$ cat config.mk
export PLATFORM = sky130hd
export DESIGN_NAME = fetch_stage
export DESIGN_NICKNAME = d
export VERILOG_FILES = /design/src/rtl/fetch_stage.sv
export SDC_FILE = /design/constraint.sdc
export NUM_CORES = 1
export LEC_CHECK = 0
export BUFFER_PORTS_ARGS = -buffer_cell sky130_fd_sc_hd__buf_2
export CORE_AREA = 2 2 92 94
export CTS_CLUSTER_DIAMETER = 40
export DETAILED_ROUTE_END_ITERATION = 8
export DIE_AREA = 0 0 94 96
export HOLD_SLACK_MARGIN = 0.03
export PLACE_DENSITY = 0.82
export SETUP_SLACK_MARGIN = 0.5
export SLEW_MARGIN = 10
export SYNTH_ARGS = -nofsm -noshare
export SYNTH_HDL_FRONTEND = slang
export SYNTH_SLANG_ARGS = --single-unit
$ cat constraint.sdc
create_clock -name clk -period 2.3 [get_ports clk]
set_clock_uncertainty 0.2 [all_clocks]
set_input_delay 0.345 -clock clk [delete_from_list [all_inputs] [get_ports clk]]
set_output_delay 0.345 -clock clk [all_outputs]
set_load 0.03 [all_outputs]
$ cat src/rtl/fetch_stage.sv
// Instruction-fetch stage: drives the req/ack instruction memory, loads IF/ID,
// and tells the PC register when to advance, redirect or hold.
module fetch_stage #(
  parameter logic [3:0] HALT_OP = 4'hF
) (
  input  logic        clk,
  input  logic        rst,
  input  logic [15:0] PC,
  output logic [15:0] NewPC,
  output logic        StopPC,
  output logic        Halt,
  output logic        imem_req,
  output logic [15:0] imem_addr,
  input  logic        imem_ack,
  input  logic [15:0] imem_rdata,
  input  logic        stall,
  input  logic        redirect,
  input  logic [15:0] redirect_pc,
  output logic [15:0] ifid_instr,
  output logic [15:0] ifid_pc2,
  output logic        ifid_valid
);

  localparam logic [1:0] FETCH    = 2'd0;
  localparam logic [1:0] BUFFERED = 2'd1;
  localparam logic [1:0] DISCARD  = 2'd2;
  localparam logic [1:0] HALTED   = 2'd3;

  logic [1:0]  state;
  logic [15:0] skidInstr;
  logic [15:0] skidPc2;
  logic [15:0] pcPlus2;
  logic        advance;
  logic        outstanding;

  assign pcPlus2   = PC + 16'd2;
  assign imem_addr = PC;
  assign imem_req  = !rst && ((state == FETCH) || (state == DISCARD));
  assign Halt      = (state == HALTED);

  // A request issued this cycle and not answered stays in flight past the edge.
  assign outstanding = imem_req && !imem_ack;

  assign advance = !redirect &&
                   (((state == FETCH) && imem_ack && !stall) ||
                    ((state == BUFFERED) && !stall));

  assign NewPC  = redirect ? {redirect_pc[15:1], 1'b0} : pcPlus2;
  assign StopPC = !(advance || redirect);

  always_ff @(posedge clk or posedge rst) begin
    if (rst) begin
      state      <= FETCH;
      skidInstr  <= 16'd0;
      skidPc2    <= 16'd0;
      ifid_instr <= 16'd0;
      ifid_pc2   <= 16'd0;
      ifid_valid <= 1'b0;
    end else if (redirect) begin
      state      <= outstanding ? DISCARD : FETCH;
      ifid_valid <= 1'b0;
      skidInstr  <= 16'd0;
      skidPc2    <= 16'd0;
    end else begin
      case (state)
        FETCH: begin
          if (imem_ack) begin
            if (!stall) begin
              ifid_instr <= imem_rdata;
              ifid_pc2   <= pcPlus2;
              ifid_valid <= 1'b1;
              state      <= (imem_rdata[15:12] == HALT_OP) ? HALTED : FETCH;
            end else begin
              skidInstr <= imem_rdata;
              skidPc2   <= pcPlus2;
              state     <= BUFFERED;
            end
          end
        end
        BUFFERED: begin
          if (!stall) begin
            ifid_instr <= skidInstr;
            ifid_pc2   <= skidPc2;
            ifid_valid <= 1'b1;
            skidInstr  <= 16'd0;
            skidPc2    <= 16'd0;
            state      <= (skidInstr[15:12] == HALT_OP) ? HALTED : FETCH;
          end
        end
        DISCARD: begin
          if (imem_ack) state <= FETCH;
        end
        HALTED: begin
          if (!stall) ifid_valid <= 1'b0;
        end
        default: state <= FETCH;
      endcase
    end
  end

endmodule

==> results by group <==
Logic synthesis
  – Share of the synthesized area in the top cell type: 46.2%
  – Syn Inst Count: 363
  – Mapped Area: 0.00363 mm^2
  – Seq/Total Area, Yosys: 46.2%
  – Synth Register Bits: 67
  – Synth cell count leaders: dfrtp_1, nand2_1, mux2i_1
  – Synth Flop Type: dfrtp_1
  – Distinct cells, synth: 40
  – Post-synthesis average cell area: 9.99 um^2
  – FFs w/ async S/R, synth: 100%
  – Post-synth top area cell: dfrtp_1
  – Ys Warns: 0
  – Post-Syn Nets: 421
  – Most area-consuming cells after synthesis: dfrtp_1, mux2i_1, nand2_1, o21ai_0, buf_4
  – Leading cell type by number of instances after synthesis: dfrtp_1
  – Post-synth EDFFs: 0

Die
  – # rows: 33
  – Die W: 94 um
  – Die area: 0.00902 mm^2
  – Total core area: 0.00805 mm^2
  – Top-Level Pins: 121
  – Die Span Y: 96 um
  – Initial core utilization: 45.0%

Timing
  – Setup WS post-layout: 0.0832 ns
  – F_max: 0.451 GHz
  – TNS Setup: 0 ns
  – Count of pins over their slew limit: 0
  – RSZ-0062 raised after global routing: yes
  – Min Hold Slack: 0.0619 ns
  – Hold Vio Cnt, Final: 0
  – Final setup viols: 0
  – Final Cycle Share: 96.4%
  – Final Critical Period: 2.22 ns
  – Worst-margin pin slew: 0.454 ns
  – Max_slew headroom: 69.6%

Worst setup path
  – Kind of critical path: input pin to output pin
  – Worst r2r dst: ifid_pc2[7]
  – CP max FO: 5
  – R2R depth: 8
  – R2R setup slack: 0.12 ns
  – Cell family with most CP delay: simple AND/OR/NAND/NOR gates
  – Timing startpoint of the critical path: PC[2]
  – Crit path DAT: 1.67 ns
  – Levels on crit path: 7
  – Worst setup path endpoint: NewPC[15]
  – Critical Path Source Type: input pin
  – Crit. End Element: output pin
  – Worst EP required: 1.75 ns
  – Crit path max-delay cell type: xor2_1
  – WP buf/inv: 2
  – Delay of the slowest critical-path stage: 0.27 ns
  – Critical-path cell list: buf_8, ha_4, nand4_4, nor4_4, xor2_1, mux2_4, buf_2
  – Critical R2R Launch: state[0]

Detailed routing
  – Antenna Nets Post-Route: 0
  – DRC Markers: 0
  – Post-Route WL: 13,400 um
  – DRT Pass-1 Iters: 4
  – Routed wire per std cell: 20.6 um
  – Via count: 3,676
  – Vias per cell: 5.64
  – Detailed Route Iter0 Violations: 121

Power and ir drop
  – Switch Pwr: 0.00177 W
  – Power Density: 703 mW/mm^2
  – Sequential power share: 34.7%
  – Combinational Power Share: 43.4%
  – Clk pwr share: 21.9%
  – Cell Int Power: 0.00280 W
  – Leak: 3.09 nW
  – Switching Share: 38.7%
  – Worst VDD drop: 0.000313 V

Clock tree
  – CTS H-tree depth: 3
  – CTS tree: built
  – Clk buf depth: 2
  – Clk_lat worst skew: 0.34 ns
  – TritonCTS Sinks: 67
  – CTS buffer count: 9
  – Clock-pin slew on the worst setup and hold paths: 0.07 ns
  – Root Driver: clkbuf_8

Final layout
  – Final Non-Filler Cells: 652
  – NumNets Final: 601
  – Number of diodes: 0
  – Fraction of layout cells with a size suffix above 1: 67.1%
  – Fill cells: 434
  – Post-route cell area: 0.00651 mm^2
  – Layout area overhead: 79.5%

Global routing
  – Largest net degree at the start of global routing: 68
  – Vias in the first global route: 3,601
  – Global route overflow: 0
  – Initial antenna violation count: 0
  – Gr usage total: 26.9%
  – Global-route wire length before repair: 18,300 um

Placed design
  – PortBufs: 119
  – Cell area after placement: 0.00441 mm^2
  – Place WS: -0.0309 ns
  – Placed cells: 569
  – DP HPWL: 6130 um
  – Gpl congestion: 0.807

Run
  – MaxCap Viol Count: 0

Worst hold path
  – HP Start: imem_rdata[14]
  – Worst hold-check path type: input pin to flop

Outcome
  – Status: finished clean
## layout make-up
| type | count | area (um^2) | share of cell area (%) |
|---|---|---|---|
| clock inverters | 2 | 35.0 | 0.538 |
| multi-input cells | 252 | 2600 | 40.0 |
| clock buffers | 13 | 159 | 2.44 |
| inverters | 10 | 41.3 | 0.634 |
| repair buffers | 203 | 1860 | 28.6 |
| flip-flops and latches | 67 | 1680 | 25.8 |
| well taps | 105 | 131 | 2.02 |
## registers in the layout, indices dropped and copies added (netlist names)
name and cells:
ifid_instr 16, ifid_pc2 16, skidInstr 16, skidPc2 16
state 2, ifid_valid 1
## placed cells by master, fill, tap and decap left out, drive strengths merged, types with 7 or more instances in the layout
cell type / count
a21oi: 15
a22o: 16
buf: 195
clkbuf: 19
dfrtp: 67
inv: 9
mux2: 11
mux2i: 34
nand2: 43
nand3: 8
nor2: 25
nor2b: 7
nor3b: 14
o21ai: 35
## how the worst min path moves through the flow
stage	endpoint	slack (ns)	cells past startpoint
2_1_floorplan	skidPc2[1]	0.24	1
3_3_place_gp	ifid_instr[6]	0.26	2
3_5_place_dp	ifid_pc2[2]	0.27	2
4_1_cts	skidInstr[14]	0.05	2
5_1_grt	skidInstr[14]	0.05	2
6_report	skidInstr[14]	0.06	2
## layer usage
| metal | GRT usage [%] | vias to the layer above | wire length (um) |
|---|---|---|---|
| li1 | - | 1629 | - |
| met1 | 30.3 | 1839 | 4960 |
| met2 | 48.4 | 163 | 7200 |
| met3 | 4.54 | 45 | 757 |
| met4 | 15.3 | 0 | 491 |
| met5 | 0 | - | 0 |
## cells by family after synthesis
family,after synthesis,synth area share (%)
AND/OR/NAND/NOR,112,16.0
buffers and inverters,49,7.80
flip-flops,67,46.2
adder cells (fa/ha/maj),5,1.73
multiplexers,45,12.8
XOR/XNOR,12,2.90
AO/OA/AOI/OAI,73,12.6
## power groups by stage
stage                     registers (W)  clock network [W]  logic (W)
after floorplan                 0.00185                  0   0.000575
after global placement          0.00151                  0    0.00128
after detailed placement        0.00152                  0    0.00131
after CTS                       0.00150           0.000993    0.00165
after global routing            0.00161            0.00106    0.00209
final                           0.00159            0.00100    0.00199
## stage by stage
stage	total power (W)	utilization [%]
final	0.00457	80.8
after global placement	0.00279	54.8
after global routing	0.00477	80.8
after floorplan	0.00243	-
after CTS	0.00415	71.4
after detailed placement	0.00282	54.8
## timing repair
| item | CTS | global route |
|---|---|---|
| gates resized for setup | 161 | 150 |
| hold buffers | 1 | 0 |
| cloned | 14 | 5 |
| setup endpoints to repair | 82 | 83 |
| pin swaps | 55 | 57 |
| setup buffers | 36 | 12 |
| hold endpoints to repair | 67 | 0 |
No activity file was read; power rests on OpenSTA's default activity.
